<file path="src/rtl/lsu_rmw_if.sv">
// lsu_rmw_if: core request/response and data-memory signals of the load/store unit
interface lsu_rmw_if #(
  parameter int DW = 32,
  parameter int AW = 10
);
  logic          req_valid;
  logic          req_ready;
  logic          req_we;
  logic [1:0]    req_size;
  logic          req_unsigned;
  logic [31:0]   req_addr;
  logic [DW-1:0] req_wdata;
  logic          rsp_valid;
  logic          rsp_ready;
  logic [DW-1:0] rsp_rdata;
  logic          rsp_err;
  logic          mem_write_en;
  logic [AW-1:0] mem_addr;
  logic [DW-1:0] mem_data_in;
  logic [DW-1:0] mem_data_out;
  modport slave (
    input  req_valid, req_we, req_size, req_unsigned, req_addr, req_wdata, rsp_ready, mem_data_out,
    output req_ready, rsp_valid, rsp_rdata, rsp_err, mem_write_en, mem_addr, mem_data_in
  );
  modport master (
    output req_valid, req_we, req_size, req_unsigned, req_addr, req_wdata, rsp_ready, mem_data_out,
    input  req_ready, rsp_valid, rsp_rdata, rsp_err, mem_write_en, mem_addr, mem_data_in
  );
endinterface

</file>
<file path="src/rtl/lsu_rmw.sv">
// lsu_rmw: load/store unit with sub-word loads by lane extraction and sub-word stores by read-modify-write; optional LSU_MISALIGN_CHK_EN flags misaligned accesses
module lsu_rmw #(
  parameter int DATA_WIDTH    = 32,
  parameter int DMEM_SZ_IN_KB = 1
) (
  input logic       clk,
  input logic       arst_n,
  lsu_rmw_if.slave  bus
);
  localparam int ADDR_WIDTH = $clog2(DMEM_SZ_IN_KB * 1024);
  typedef enum logic [2:0] {IDLE, LOAD, MERGE, WRITE, RESP} state_e;
  state_e                  state_q, state_d;
  logic [1:0]              size_q, size_d;
  logic                    uns_q, uns_d;
  logic [ADDR_WIDTH-1:0]   addr_q, addr_d;
  logic [DATA_WIDTH-1:0]   wdata_q, wdata_d, rdata_q, rdata_d, mdin_q, mdin_d;
  logic                    err_q, err_d;
  logic                    accept, mis;
  logic [4:0]              off;
  logic [DATA_WIDTH-1:0]   lane, ext, mask, merged;
  logic                    unused_addr;
`ifdef LSU_MISALIGN_CHK_EN
  assign mis = bus.req_size[1] ? |bus.req_addr[1:0] : bus.req_size[0] & bus.req_addr[0];
`else
  assign mis = 1'b0;
`endif
  assign unused_addr = ^bus.req_addr[31:ADDR_WIDTH];
  assign accept      = bus.req_valid && state_q == IDLE;
  assign off         = size_q[0] ? {addr_q[1], 4'b0} : {addr_q[1:0], 3'b0};
  assign lane        = bus.mem_data_out >> off;
  assign ext         = size_q[1] ? bus.mem_data_out :
                       size_q[0] ? {{16{~uns_q & lane[15]}}, lane[15:0]} :
                                   {{24{~uns_q & lane[7]}}, lane[7:0]};
  assign mask        = (size_q[0] ? 32'h0000_FFFF : 32'h0000_00FF) << off;
  assign merged      = (bus.mem_data_out & ~mask) | ((wdata_q << off) & mask);
  assign bus.req_ready    = state_q == IDLE;
  assign bus.rsp_valid    = state_q == RESP;
  assign bus.rsp_rdata    = rdata_q;
  assign bus.rsp_err      = err_q;
  assign bus.mem_write_en = state_q == WRITE;
  assign bus.mem_addr     = {addr_q[ADDR_WIDTH-1:2], 2'b00};
  assign bus.mem_data_in  = mdin_q;
  // next state: capture request, extract load lane, merge sub-word store, hold response
  always_comb begin
    state_d = state_q;
    size_d  = size_q;
    uns_d   = uns_q;
    addr_d  = addr_q;
    wdata_d = wdata_q;
    rdata_d = rdata_q;
    mdin_d  = mdin_q;
    err_d   = err_q;
    unique case (state_q)
      IDLE: if (accept) begin
        size_d  = bus.req_size;
        uns_d   = bus.req_unsigned;
        addr_d  = bus.req_addr[ADDR_WIDTH-1:0];
        wdata_d = bus.req_wdata;
        mdin_d  = bus.req_wdata;
        rdata_d = '0;
        err_d   = mis;
        state_d = mis ? RESP : !bus.req_we ? LOAD : bus.req_size[1] ? WRITE : MERGE;
      end
      LOAD: begin
        rdata_d = ext;
        state_d = RESP;
      end
      MERGE: begin
        mdin_d  = merged;
        state_d = WRITE;
      end
      WRITE: state_d = RESP;
      RESP: state_d = bus.rsp_ready ? IDLE : RESP;
      default: state_d = IDLE;
    endcase
  end
  // state and datapath registers; reset aborts any access in flight
  always_ff @(posedge clk or negedge arst_n) begin
    if (!arst_n) begin
      state_q <= IDLE;
      size_q  <= '0;
      uns_q   <= 1'b0;
      addr_q  <= '0;
      wdata_q <= '0;
      rdata_q <= '0;
      mdin_q  <= '0;
      err_q   <= 1'b0;
    end else begin
      state_q <= state_d;
      size_q  <= size_d;
      uns_q   <= uns_d;
      addr_q  <= addr_d;
      wdata_q <= wdata_d;
      rdata_q <= rdata_d;
      mdin_q  <= mdin_d;
      err_q   <= err_d;
    end
  end
endmodule

</file>
<file path="src/flat_wrapper.sv">
// flat-port wrapper written by rule: the top's interface ports become plain ports
module lsu_rmw_flat 
#(
  parameter int DATA_WIDTH    = 32,
  parameter int DMEM_SZ_IN_KB = 1
)
  (clk, arst_n, bus_req_valid, bus_req_we, bus_req_size, bus_req_unsigned, bus_req_addr, bus_req_wdata, bus_rsp_ready, bus_mem_data_out, bus_req_ready, bus_rsp_valid, bus_rsp_rdata, bus_rsp_err, bus_mem_write_en, bus_mem_addr, bus_mem_data_in);
  lsu_rmw_if #(.DW(32), .AW(10)) bus_i ();
  input logic clk;
  input logic arst_n;
  input wire logic [$bits(bus_i.req_valid)-1:0] bus_req_valid;
  input wire logic [$bits(bus_i.req_we)-1:0] bus_req_we;
  input wire logic [$bits(bus_i.req_size)-1:0] bus_req_size;
  input wire logic [$bits(bus_i.req_unsigned)-1:0] bus_req_unsigned;
  input wire logic [$bits(bus_i.req_addr)-1:0] bus_req_addr;
  input wire logic [$bits(bus_i.req_wdata)-1:0] bus_req_wdata;
  input wire logic [$bits(bus_i.rsp_ready)-1:0] bus_rsp_ready;
  input wire logic [$bits(bus_i.mem_data_out)-1:0] bus_mem_data_out;
  output wire logic [$bits(bus_i.req_ready)-1:0] bus_req_ready;
  output wire logic [$bits(bus_i.rsp_valid)-1:0] bus_rsp_valid;
  output wire logic [$bits(bus_i.rsp_rdata)-1:0] bus_rsp_rdata;
  output wire logic [$bits(bus_i.rsp_err)-1:0] bus_rsp_err;
  output wire logic [$bits(bus_i.mem_write_en)-1:0] bus_mem_write_en;
  output wire logic [$bits(bus_i.mem_addr)-1:0] bus_mem_addr;
  output wire logic [$bits(bus_i.mem_data_in)-1:0] bus_mem_data_in;
  assign bus_i.req_valid = bus_req_valid;
  assign bus_i.req_we = bus_req_we;
  assign bus_i.req_size = bus_req_size;
  assign bus_i.req_unsigned = bus_req_unsigned;
  assign bus_i.req_addr = bus_req_addr;
  assign bus_i.req_wdata = bus_req_wdata;
  assign bus_i.rsp_ready = bus_rsp_ready;
  assign bus_i.mem_data_out = bus_mem_data_out;
  assign bus_req_ready = bus_i.req_ready;
  assign bus_rsp_valid = bus_i.rsp_valid;
  assign bus_rsp_rdata = bus_i.rsp_rdata;
  assign bus_rsp_err = bus_i.rsp_err;
  assign bus_mem_write_en = bus_i.mem_write_en;
  assign bus_mem_addr = bus_i.mem_addr;
  assign bus_mem_data_in = bus_i.mem_data_in;
  lsu_rmw #(.DATA_WIDTH(DATA_WIDTH), .DMEM_SZ_IN_KB(DMEM_SZ_IN_KB)) u_core (.clk(clk), .arst_n(arst_n), .bus(bus_i));
endmodule
</file>
<file path="config.mk">
export PLATFORM = sky130hd
export DESIGN_NAME = lsu_rmw_flat
export DESIGN_NICKNAME = d
export VERILOG_FILES = /design/src/rtl/lsu_rmw_if.sv /design/src/rtl/lsu_rmw.sv /design/src/flat_wrapper.sv
export SDC_FILE = /design/constraint.sdc
export NUM_CORES = 1
export LEC_CHECK = 0
export ABC_AREA = 1
export ABC_CLOCK_PERIOD_IN_PS = 3450
export CORE_ASPECT_RATIO = 1.5
export CORE_MARGIN = 2
export CORE_UTILIZATION = 48
export CTS_CLUSTER_SIZE = 25
export DETAILED_ROUTE_END_ITERATION = 7
export GPL_ROUTABILITY_DRIVEN = 0
export PLACE_DENSITY_LB_ADDON = 0.25
export SETUP_SLACK_MARGIN = 0.02
export SLEW_MARGIN = 20
export SYNTH_ARGS = -nofsm -noshare
export SYNTH_HDL_FRONTEND = slang
export SYNTH_SLANG_ARGS = --single-unit
</file>
<file path="constraint.sdc">
create_clock -name clk -period 3.45 [get_ports clk]
set_input_delay 1.035 -clock clk [delete_from_list [all_inputs] [get_ports clk]]
set_output_delay 1.035 -clock clk [all_outputs]
set_load 0.02 [all_outputs]
</file>
Word level (Yosys, flattened, before mapping)
Index checks and enable logic that the tools add are counted.

Bits of input ports: 104. Output and inout port bits: 78. Word-level logic and storage cells: 43. Register bits: 112.

Equal/unequal tests: 5. Shift-type cells: 3. Reductions and logical operators: 8. Muxes and demuxes: 13. Bitwise logic cells: 7.

Operator list (number): 32-bit two-way mux (4); 32-bit one-hot mux with 2 select lines (2); 32-bit AND (2); 32-bit NOT (1); 32-bit bitwise OR (1); 16-bit by 5-bit << shifter with 32-bit output (1); 32-bit by 5-bit << shifter with 32-bit output (1); 32-bit by 5-bit >> shifter with 16-bit output (1); 16-bit two-way mux (1); 3-bit one-hot mux with 4 select lines (1); 3-bit two-way mux (3); 3-bit by 2-bit equality test with 1-bit output, second input constant (2); 2-bit AND reduction (3); 4-bit two-way mux (1); 2-bit nonzero test (2); 3-bit by 1-bit equality test with 1-bit output, second input constant (1); 3-bit equality test, second input constant (1); 3-bit logical NOT (1); 1-bit AND (2); 2-bit by 1-bit != test with 1-bit output, second input constant (1); 2-bit OR reduction (1); 1-bit logical AND (1); 1-bit two-way mux (1); 1-bit NOT (1).

Depth between registers and ports, before layout
Gate-level depths: netlist of the first run.

Word-level depth: 6. Mapped depth: 11. Depth with buffers taken out: 10.

Least setup slack after synthesis of the first run
No wires, ideal clock.

Kind: input to register. From: in bus_mem_data_out[15]. To: reg u_core.rdata_q[21], in the netlist u_core.bus.rsp_rdata[21]. Setup time: 0.117 ns. Arrival time: 1.720 ns. Data required time: 3.333 ns. Path slack: 1.613 ns. Stages on the path: 9. Cells stage by stage: nand3_1 -> nand3_1 -> nand2_1 -> nand2_1 -> nand3_1 -> nand2_2 -> buf_4 -> nand2_1 -> nand2_1.

Word-level cells in the longest chain between the ends: 5. Elaborated cells on any way between the ends: 6. Classes of those cells: 1 x shift; 3 x mux; 2 x bitwise.

Ends and longest elaborated chain: start: declaration (RTL line flat_wrapper.sv:18) `input wire logic [$bits(bus_i.mem_data_out)-1:0] bus_mem_data_out;`; 32-bit by 5-bit >> shifter with 16-bit output * (RTL line lsu_rmw.sv:30) `assign lane = bus.mem_data_out >> off;`; 1-bit AND, on equally long branches (RTL line lsu_rmw.sv:33, lsu_rmw.sv:32); 32-bit two-way mux * (RTL line lsu_rmw.sv:32) `size_q[0] ? {{16{~uns_q & lane[15]}}, lane[15:0]} :`; 32-bit two-way mux * (RTL line lsu_rmw.sv:31) `assign ext = size_q[1] ? bus.mem_data_out :`; 32-bit one-hot mux with 2 select lines * (RTL line lsu_rmw.sv:53) `unique case (state_q)`; end signal: assignment (RTL line lsu_rmw.sv:94) `rdata_q <= rdata_d;`; end: declaration (RTL line lsu_rmw.sv:16) `logic [DATA_WIDTH-1:0] wdata_q, wdata_d, rdata_q, rdata_d, mdin_q, mdin_d;`.

Mark *: on every way between the ends. The rest lies on a longest branch, timed or not. A chain may end at the register's enable or synchronous reset.

Final worst setup path of the first run
From: reg u_core.state_q[1]. To: out bus_req_ready.

Word-level cells in the longest chain between the ends: 1.

Ends and longest elaborated chain: start: declaration (RTL line lsu_rmw.sv:12) `state_e state_q, state_d;`; start signal: assignment (RTL line lsu_rmw.sv:89) `state_q <= state_d;`; 3-bit logical NOT (RTL line lsu_rmw.sv:36) `assign bus.req_ready = state_q == IDLE;`; end: declaration (RTL line flat_wrapper.sv:19) `output wire logic [$bits(bus_i.req_ready)-1:0] bus_req_ready;`.

Every way passes these cells.

==> impl_metrics.csv, run 1 <==
group,metric,value,unit
routing,first_iter_violations,373,
floorplan,core,10100,sq um
setup_path,required,2.41,ns
grt,overflow,0,
routing,dr.pass1.iters,7,
clock_tree,cts.path.max_buffers,2,
sta,fin_setup_tns,0,ns
synth,postSynthAreaPerCell,7.04,sq um
floorplan,start_util,49.2,%
routing,drc_errors,0,
sta,fin_skew,0.00798,ns
synth,yosys.area.top_type,"dfrtp_1",
clock_tree,clkLatencyLatePin,0.35,ns
synth,synthTopCellsByArea,"dfrtp_1, nand2_1, o21ai_0",
finish,drive_gt1_share,3.80,%
clock_tree,clk_transition_reported_paths,0.07,ns
clock_tree,cts_resized,0,
power_and_ir_drop,ir_drop,445,uV
grt,grt.total_usage,26.9,%
finish,post-route-util,67.5,%
sta,drv_slew,0,
synth,netlist.area_leader.share,48.4,%
clock_tree,cts_setup_buffers,0,
clock_tree,clock_sinks,96,
setup_path,critPathMaxFanout,3,
finish,area_growth,37.1,%
run,drv_cap,0,
setup_path,cp-start-kind,"register",
outcome,outcome,"complete, no violations",
clock_tree,cts_tree,"yes",
sta,period_minus_slack,2.81,ns
routing,wire_per_inst,15.6,um
floorplan,rows,45,
synth,syn_area,4960,sq um
synth,ys_seq_area_share,48.4,%
synth,ys_warn_count,0,
grt,grt_pass1_wl,23500,um
sta,finalCritPeriodShare,81.4,%
worst_hold_path,worstHoldPathType,"reg -> reg",
routing,via_per_inst,5.30,
power_and_ir_drop,power.leakage,3.49,nW
finish,diodes,0,
floorplan,die_h,129,um
setup_path,endpoint_kind,"primary output",
synth,netlist_instances,705,
setup_path,critPathKind,"reg -> out",
sta,slew_headroom,34.3,%
grt,antenna_found_initial,0,
grt,grt_pass1_vias,4864,
sta,rsz0062_at_grt,"no",
floorplan,die-area,11200,sq um
clock_tree,htreeDepth,3,
grt,grt_max_degree,76,
placed_design,io_buffers,156,
floorplan,die_w,87.0,um
finish,fin_nets,940,
power_and_ir_drop,power_density,942,nW/um^2
setup_path,cp.arrival,1.77,ns
placed_design,hpwl,11100,um
sta,hold_violations,0,
clock_tree,ctsHoldBuffers,0,
sta,fmax,356,MHz
routing,vias,5081,
synth,ys_ff_latch,96,
routing,routed_wl,15000,um
sta,finalSetupViolations,0,
floorplan,io_pins,182,
clock_tree,cts_buffers,9,
sta,tightest_slew,0.984,ns
routing,ant_nets,0,
synth,synth_cell_types,18,
clock_tree,cts_root_buf,"clkbuf_16",
[per-layer routing]
metal | track usage (%) | share of wire [%] | up-vias
met1 | 32.6 | 40 | 2342
met2 | 43.4 | 48 | 236
li1 | - | - | 2444
met3 | 4.68 | 6.6 | 59
met4 | 17.9 | 5.3 | 0
met5 | 0 | 0 | -
[sequential cells by signal, summed over array words and instances, names as in the netlist]
signal,flops
u_core.addr_q,10
u_core.size_q,2
u_core.state_q,3
u_core.bus.rsp_rdata,32
u_core.wdata_q,16
u_core.uns_q,1
u_core.bus.mem_data_in,32
[through the flow]
stage	hold WS [ns]	worst slack (ns)	instances	instance area [sq um]	power (W)
floorplan	0.442	1.61	707	4970	0.00413
global placement	0.454	0.720	942	6500	0.00529
detailed placement	0.463	0.594	942	6500	0.00541
CTS	0.476	0.644	958	6800	0.00640
global route	0.495	0.570	958	6800	0.00687
finish	0.475	0.643	958	6800	0.00641
[final timing paths]
path / startpoint / to / slack [ns] / depth (start not counted)
setup reg to reg: u_core.size_q[0] / u_core.bus.mem_data_in[16] / 1.47 / 7
min in group asynchronous: arst_n / u_core.bus.rsp_rdata[30] / 0.82 / 1
hold / removal: u_core.addr_q[7] / u_core.addr_q[7] / 0.48 / 2
setup / recovery: u_core.state_q[1] / bus_req_ready / 0.64 / 4
max in group asynchronous: arst_n / u_core.wdata_q[5] / 1.89 / 2
hold reg to reg: u_core.addr_q[7] / u_core.addr_q[7] / 0.48 / 2
[power by group]
group | switching [W] | internal [W]
clock network | 0.000439 | 0.000533
registers | 0.000295 | 0.00164
logic | 0.00218 | 0.00132
[layout by cell type, fill, tap and decap left out]
| cell type | instances |
|---|---|
| a21oi_1 | 56 |
| buf_4 | 8 |
| clkbuf_16 | 9 |
| clkbuf_8 | 2 |
| clkdlybuf4s50_1 | 155 |
| clkinv_2 | 1 |
| clkinv_4 | 3 |
| conb_1 | 3 |
| dfrtp_1 | 96 |
| inv_1 | 55 |
| inv_2 | 2 |
| inv_6 | 1 |
| nand2_1 | 310 |
| nand2_2 | 2 |
| nand2_4 | 1 |
| nand3_1 | 24 |
| nor2_1 | 37 |
| nor2_4 | 2 |
| nor3_2 | 1 |
| o21ai_0 | 63 |
| o21ai_1 | 10 |
[logic make-up (layout without fill, tap and decap cells)]
logic type / count (synthesis) / in the layout / synth area share [%]
AND/OR/NAND/NOR: 377 / 377 / 29.6
AO/OA/AOI/OAI: 129 / 129 / 13.0
buffers and inverters: 102 / 236 / 8.95
flip-flops: 96 / 96 / 48.4
other: 1 / 3 / 0.0756
[cell usage after synthesis (all sizes together)]
master  instances
a21oi          56
buf            24
clkbuf         21
conb            1
dfrtp          96
inv            57
nand2         313
nand3          24
nor2           39
nor3            1
o21ai          73
[worst max-delay path: stages, from the launching register on]
cell and delay [ns]:
dfrtp_1 0.40, nor2_1 0.15, nand2_1 0.14, inv_1 0.13, clkdlybuf4s50_1 0.61
[final cells by class]
cell class	instances	area [sq um]
fill	865	3280
sequential	96	2400
multi-input combinational	509	2140
timing repair buffer	163	1610
clock buffer	11	253
inverter	57	214
tap	117	146
clock inverter	5	40.0
(Power assumes the default switching activity.)
==> run 2, diff against run 1 <==
Settings changed: ABC_CLOCK_PERIOD_IN_PS 3450 to 2720, CORE_UTILIZATION 48 to 45.
Clock period 3.45 ns to 2.72 ns, I/O delays scaled along.
==> impl_metrics.csv, run 2 (same netlist as run 1, synthesis figures left out) <==
group,metric,value,unit
outcome,outcome,"complete, no violations",
grt,grt_pass1_vias,4954,
clock_tree,ctsHoldBuffers,0,
routing,dr.pass1.iters,5,
placed_design,hpwl,11400,um
floorplan,start_util,45.6,%
sta,hold-worst-slack,0.455,ns
finish,area_growth,38.6,%
sta,slew_headroom,29.6,%
routing,vias,4975,
floorplan,die_h,133,um
routing,top_layer,"met4",
routing,via_per_inst,5.03,
sta,period_minus_slack,2.59,ns
sta,tightest_slew,1.05,ns
clock_tree,clkLatencyLatePin,0.34,ns
run,drv_cap,0,
setup_path,cp.arrival,1.77,ns
finish,drive_gt1_share,4.03,%
clock_tree,htreeDepth,3,
sta,fin_setup_tns,0,ns
clock_tree,cts_root_buf,"clkbuf_16",
floorplan,rows,47,
grt,grt_max_degree,43,
setup_path,critPathMaxFanout,3,
grt,grt_pass1_wl,24400,um
grt,antenna_found_initial,0,
setup_path,critPathKind,"reg -> out",
setup_path,cp-start-kind,"register",
floorplan,core,10900,sq um
setup_path,timing.rr.start,"u_core.state_q[1]",
sta,fmax,387,MHz
clock_tree,cts_tree,"yes",
sta,rsz0062_at_grt,"no",
sta,fin_skew,0.00636,ns
placed_design,io_buffers,156,
floorplan,die_w,89.7,um
finish,num-fill-cells,954,
floorplan,die-area,11900,sq um
sta,hold_violations,0,
setup_path,required,1.90,ns
finish,mostFrequentLayoutCells,"nand2_1, clkdlybuf4s50_1, dfrtp_1",
setup_path,reg2regPathDepth,6,
routing,ant_nets,0,
sta,drv_slew,0,
worst_hold_path,worstHoldPathType,"in -> async",
sta,finalCritPeriodShare,95.0,%
power_and_ir_drop,power.leakage,3.50,nW
finish,diodes,0,
clock_tree,clock_sinks,96,
routing,first_iter_violations,356,
routing,routed_wl,15200,um
clock_tree,clk_transition_reported_paths,0.07,ns
clock_tree,cts_setup_buffers,0,
setup_path,r2r_end,"u_core.bus.mem_data_in[4]",
routing,met3_length,999,um
clock_tree,cts_buffers,9,
floorplan,io_pins,182,
routing,wire_per_inst,15.4,um
power_and_ir_drop,ir_drop,543,uV
routing,wl_met2,7640,um
clock_tree,cts_resized,0,
grt,overflow,0,
power_and_ir_drop,p_total,0.00822,W
routing,met1Wirelength,6120,um
clock_tree,cts.path.max_buffers,2,
power_and_ir_drop,power_density,1190,nW/um^2
setup_path,endpoint_kind,"primary output",
finish,final_common_cell,"nand2_1",
grt,grt.total_usage,25.5,%
routing,drc_errors,0,
finish,fin_nets,942,
sta,finalSetupViolations,0,
setup_path,rrSetupSlack,0.78,ns
run 2: final cells by class:
class,count,area [sq um],share of cell area [%]
multi-input cells,509,2140,31.0
flip-flops and latches,96,2400,34.9
repair buffers,165,1640,23.8
clock inverters,7,78.8,1.15
well taps,147,184,2.67
inverters,57,214,3.11
clock buffers,9,225,3.27
run 2: power breakdown:
part           switching, W  internal, W
clock network      0.000577     0.000721
registers          0.000375      0.00208
logic               0.00277      0.00169
total               0.00372      0.00449
run 2: worst max path at each step:
stage                                           to                  from  cells past startpoint  slack (ns)
after floorplan           u_core.bus.rsp_rdata[21]  bus_mem_data_out[15]                      9        1.10
after global placement     u_core.bus.rsp_rdata[4]         bus_req_valid                      6        0.16
after detailed placement  u_core.bus.rsp_rdata[29]         bus_req_valid                      6        0.09
after CTS                            bus_req_ready     u_core.state_q[0]                      4        0.13
after global routing                 bus_req_ready     u_core.state_q[0]                      4        0.06
final                                bus_req_ready     u_core.state_q[0]                      4        0.13
run 2: routing by layer:
metal  vias up  global-route usage [%]
li1       2450                       -
met1      2287                    31.1
met2       205                    44.5
met3        33                    5.18
met4         0                    9.66
met5         -                       0
run 2: worst max-delay path, cell delays in order, from the launching register on:
cell and delay [ns]:
dfrtp_1 0.41, nor2_1 0.16, nand2_1 0.14, inv_1 0.11, clkdlybuf4s50_1 0.60
run 2: per-stage QoR:
stage,std cells,util [%],instance area [sq um],setup slack [ns]
global placement,974,60.4,6570,0.164
detailed placement,974,60.4,6570,0.0859
global route,990,63.2,6880,0.0555
finish,990,63.2,6880,0.135
CTS,990,63.2,6870,0.133
floorplan,707,-,4970,1.10
==> run 3, diff against run 2 <==
Settings changed: CORE_ASPECT_RATIO 1.5 to not set.
==> impl_metrics.csv, run 3 (same netlist as run 1, synthesis figures left out) <==
group,metric,value,unit
outcome,outcome,"complete, no violations",
grt,antenna_found_initial,0,
sta,finalSetupViolations,0,
clock_tree,clk_transition_reported_paths,0.09,ns
finish,diodes,0,
sta,tightest_slew,1.06,ns
setup_path,path_delay_family,"buffers and inverters",
clock_tree,htreeDepth,3,
sta,finalCritPeriodShare,92.4,%
setup_path,worst_path_largest_cell_delay,0.61,ns
placed_design,place_ws,0.0156,ns
sta,rsz0062_at_grt,"no",
placed_design,placedCellCount,966,
floorplan,start_util,46.0,%
setup_path,endpoint_kind,"primary output",
routing,drc_errors,0,
grt,grt_max_degree,43,
sta,fmax,398,MHz
sta,hold_violations,0,
grt,grt.total_usage,25.8,%
routing,via_per_inst,5.14,
floorplan,die_w,109,um
clock_tree,cts_buffers,9,
sta,period_minus_slack,2.51,ns
routing,routed_wl,15300,um
setup_path,crit_buf_inv,2,
power_and_ir_drop,power_density,1170,nW/um^2
setup_path,crit_chain,"inv_1 > nand2_1 > nor2_1 > clkdlybuf4s50_1",
sta,fin_setup_tns,0,ns
setup_path,worst_path_max_delay_cell,"clkdlybuf4s50_1",
sta,drv_slew,0,
finish,fin_nets,941,
routing,vias,5047,
clock_tree,clock_sinks,96,
routing,ant_nets,0,
routing,dr.pass1.iters,5,
grt,grt_pass1_wl,23400,um
placed_design,hpwl,11400,um
setup_path,required,1.90,ns
clock_tree,cts_tree,"yes",
setup_path,critPathMaxFanout,3,
finish,layoutNonFillerInstCount,982,
sta,setup_ws,0.207,ns
clock_tree,cts_root_buf,"clkbuf_8",
sta,slew_headroom,29.3,%
floorplan,die-area,11900,sq um
setup_path,critPathKind,"reg -> out",
grt,grt_pass1_vias,4696,
finish,post-route-util,62.6,%
routing,wire_per_inst,15.6,um
floorplan,die_h,109,um
floorplan,rows,38,
routing,first_iter_violations,585,
power_and_ir_drop,power.leakage,3.47,nW
finish,final_common_cell,"nand2_1",
run,drv_cap,0,
clock_tree,clkLatencyLatePin,0.37,ns
sta,fin_skew,0.00892,ns
placed_design,io_buffers,156,
finish,mostFrequentLayoutCells,"nand2_1, clkdlybuf4s50_1, dfrtp_1",
setup_path,cp.arrival,1.70,ns
floorplan,core,10800,sq um
setup_path,timing.rr.start,"u_core.addr_q[0]",
setup_path,cp-start-kind,"register",
power_and_ir_drop,ir_drop,630,uV
finish,area_growth,36.2,%
floorplan,io_pins,182,
finish,drive_gt1_share,3.68,%
setup_path,critPathLaunch,"u_core.state_q[2]",
worst_hold_path,worstHoldPathType,"in -> async",
clock_tree,ctsHoldBuffers,0,
clock_tree,cts.path.max_buffers,2,
grt,overflow,0,
-- run 3: cell types whose count changed in the layout (fill, tap and decap cells not counted), sizes merged --
cell / before / now
buf: 10 / 9
clkinv: 1 / 2
inv: 59 / 57
clkbuf: 9 / 13
dlymetal6s2s: 0 / 1
clkinvlp: 3 / 0
clkdlybuf4s50: 155 / 154
-- run 3: timing repair --
| item | 4_1_cts | 5_1_grt |
|---|---|---|
| gates resized for setup | 0 | 1 |
| setup buffers | 0 | 0 |
| endpoints found under the setup margin | 0 | 1 |
-- run 3: final cells by class --
cell class	instances	area, sq um
Tap cell	140	175
Inverter	57	214
Fill cell	1000	4030
Timing Repair Buffer	164	1630
Sequential cell	96	2400
Clock inverter	3	40.0
Clock buffer	13	159
Multi-Input combinational cell	509	2140
-- run 3: metrics by stage --
step | area (sq um) | total power (W) | hold WS, ns
floorplan | 4970 | 0.00524 | 0.442
global placement | 6550 | 0.00675 | 0.453
detailed placement | 6550 | 0.00688 | 0.462
CTS | 6750 | 0.00786 | 0.435
global route | 6760 | 0.00846 | 0.453
finish | 6760 | 0.00788 | 0.409
-- run 3: worst paths after layout --
kind	endpoint	slack, ns	cells past startpoint
worst max register to register	u_core.bus.mem_data_in[16]	0.79	6
worst max-delay path	bus_mem_write_en	0.21	4
worst min-delay path	u_core.bus.mem_data_in[28]	0.41	1
min in group clk	u_core.addr_q[3]	0.48	2
worst min register to register	u_core.addr_q[3]	0.48	2
max in group asynchronous	u_core.bus.mem_data_in[1]	1.69	2
-- run 3: report_power, final --
group | leakage, nW | switching, W | total (W) | internal [W]
Combinational | 2.16 | 0.00275 | 0.00443 | 0.00168
Sequential | 1.21 | 0.000407 | 0.00248 | 0.00208
Clock | 0.103 | 0.000494 | 0.000967 | 0.000474
Total | 3.47 | 0.00365 | 0.00788 | 0.00423
-- run 3: layer usage --
layer	part of all wire, %	vias to the layer above	global-route usage [%]
met4	3.0	0	11.4
met1	43	2325	34.7
met2	47	237	41.4
met5	0	-	0
li1	-	2444	-
met3	7.5	41	3.83
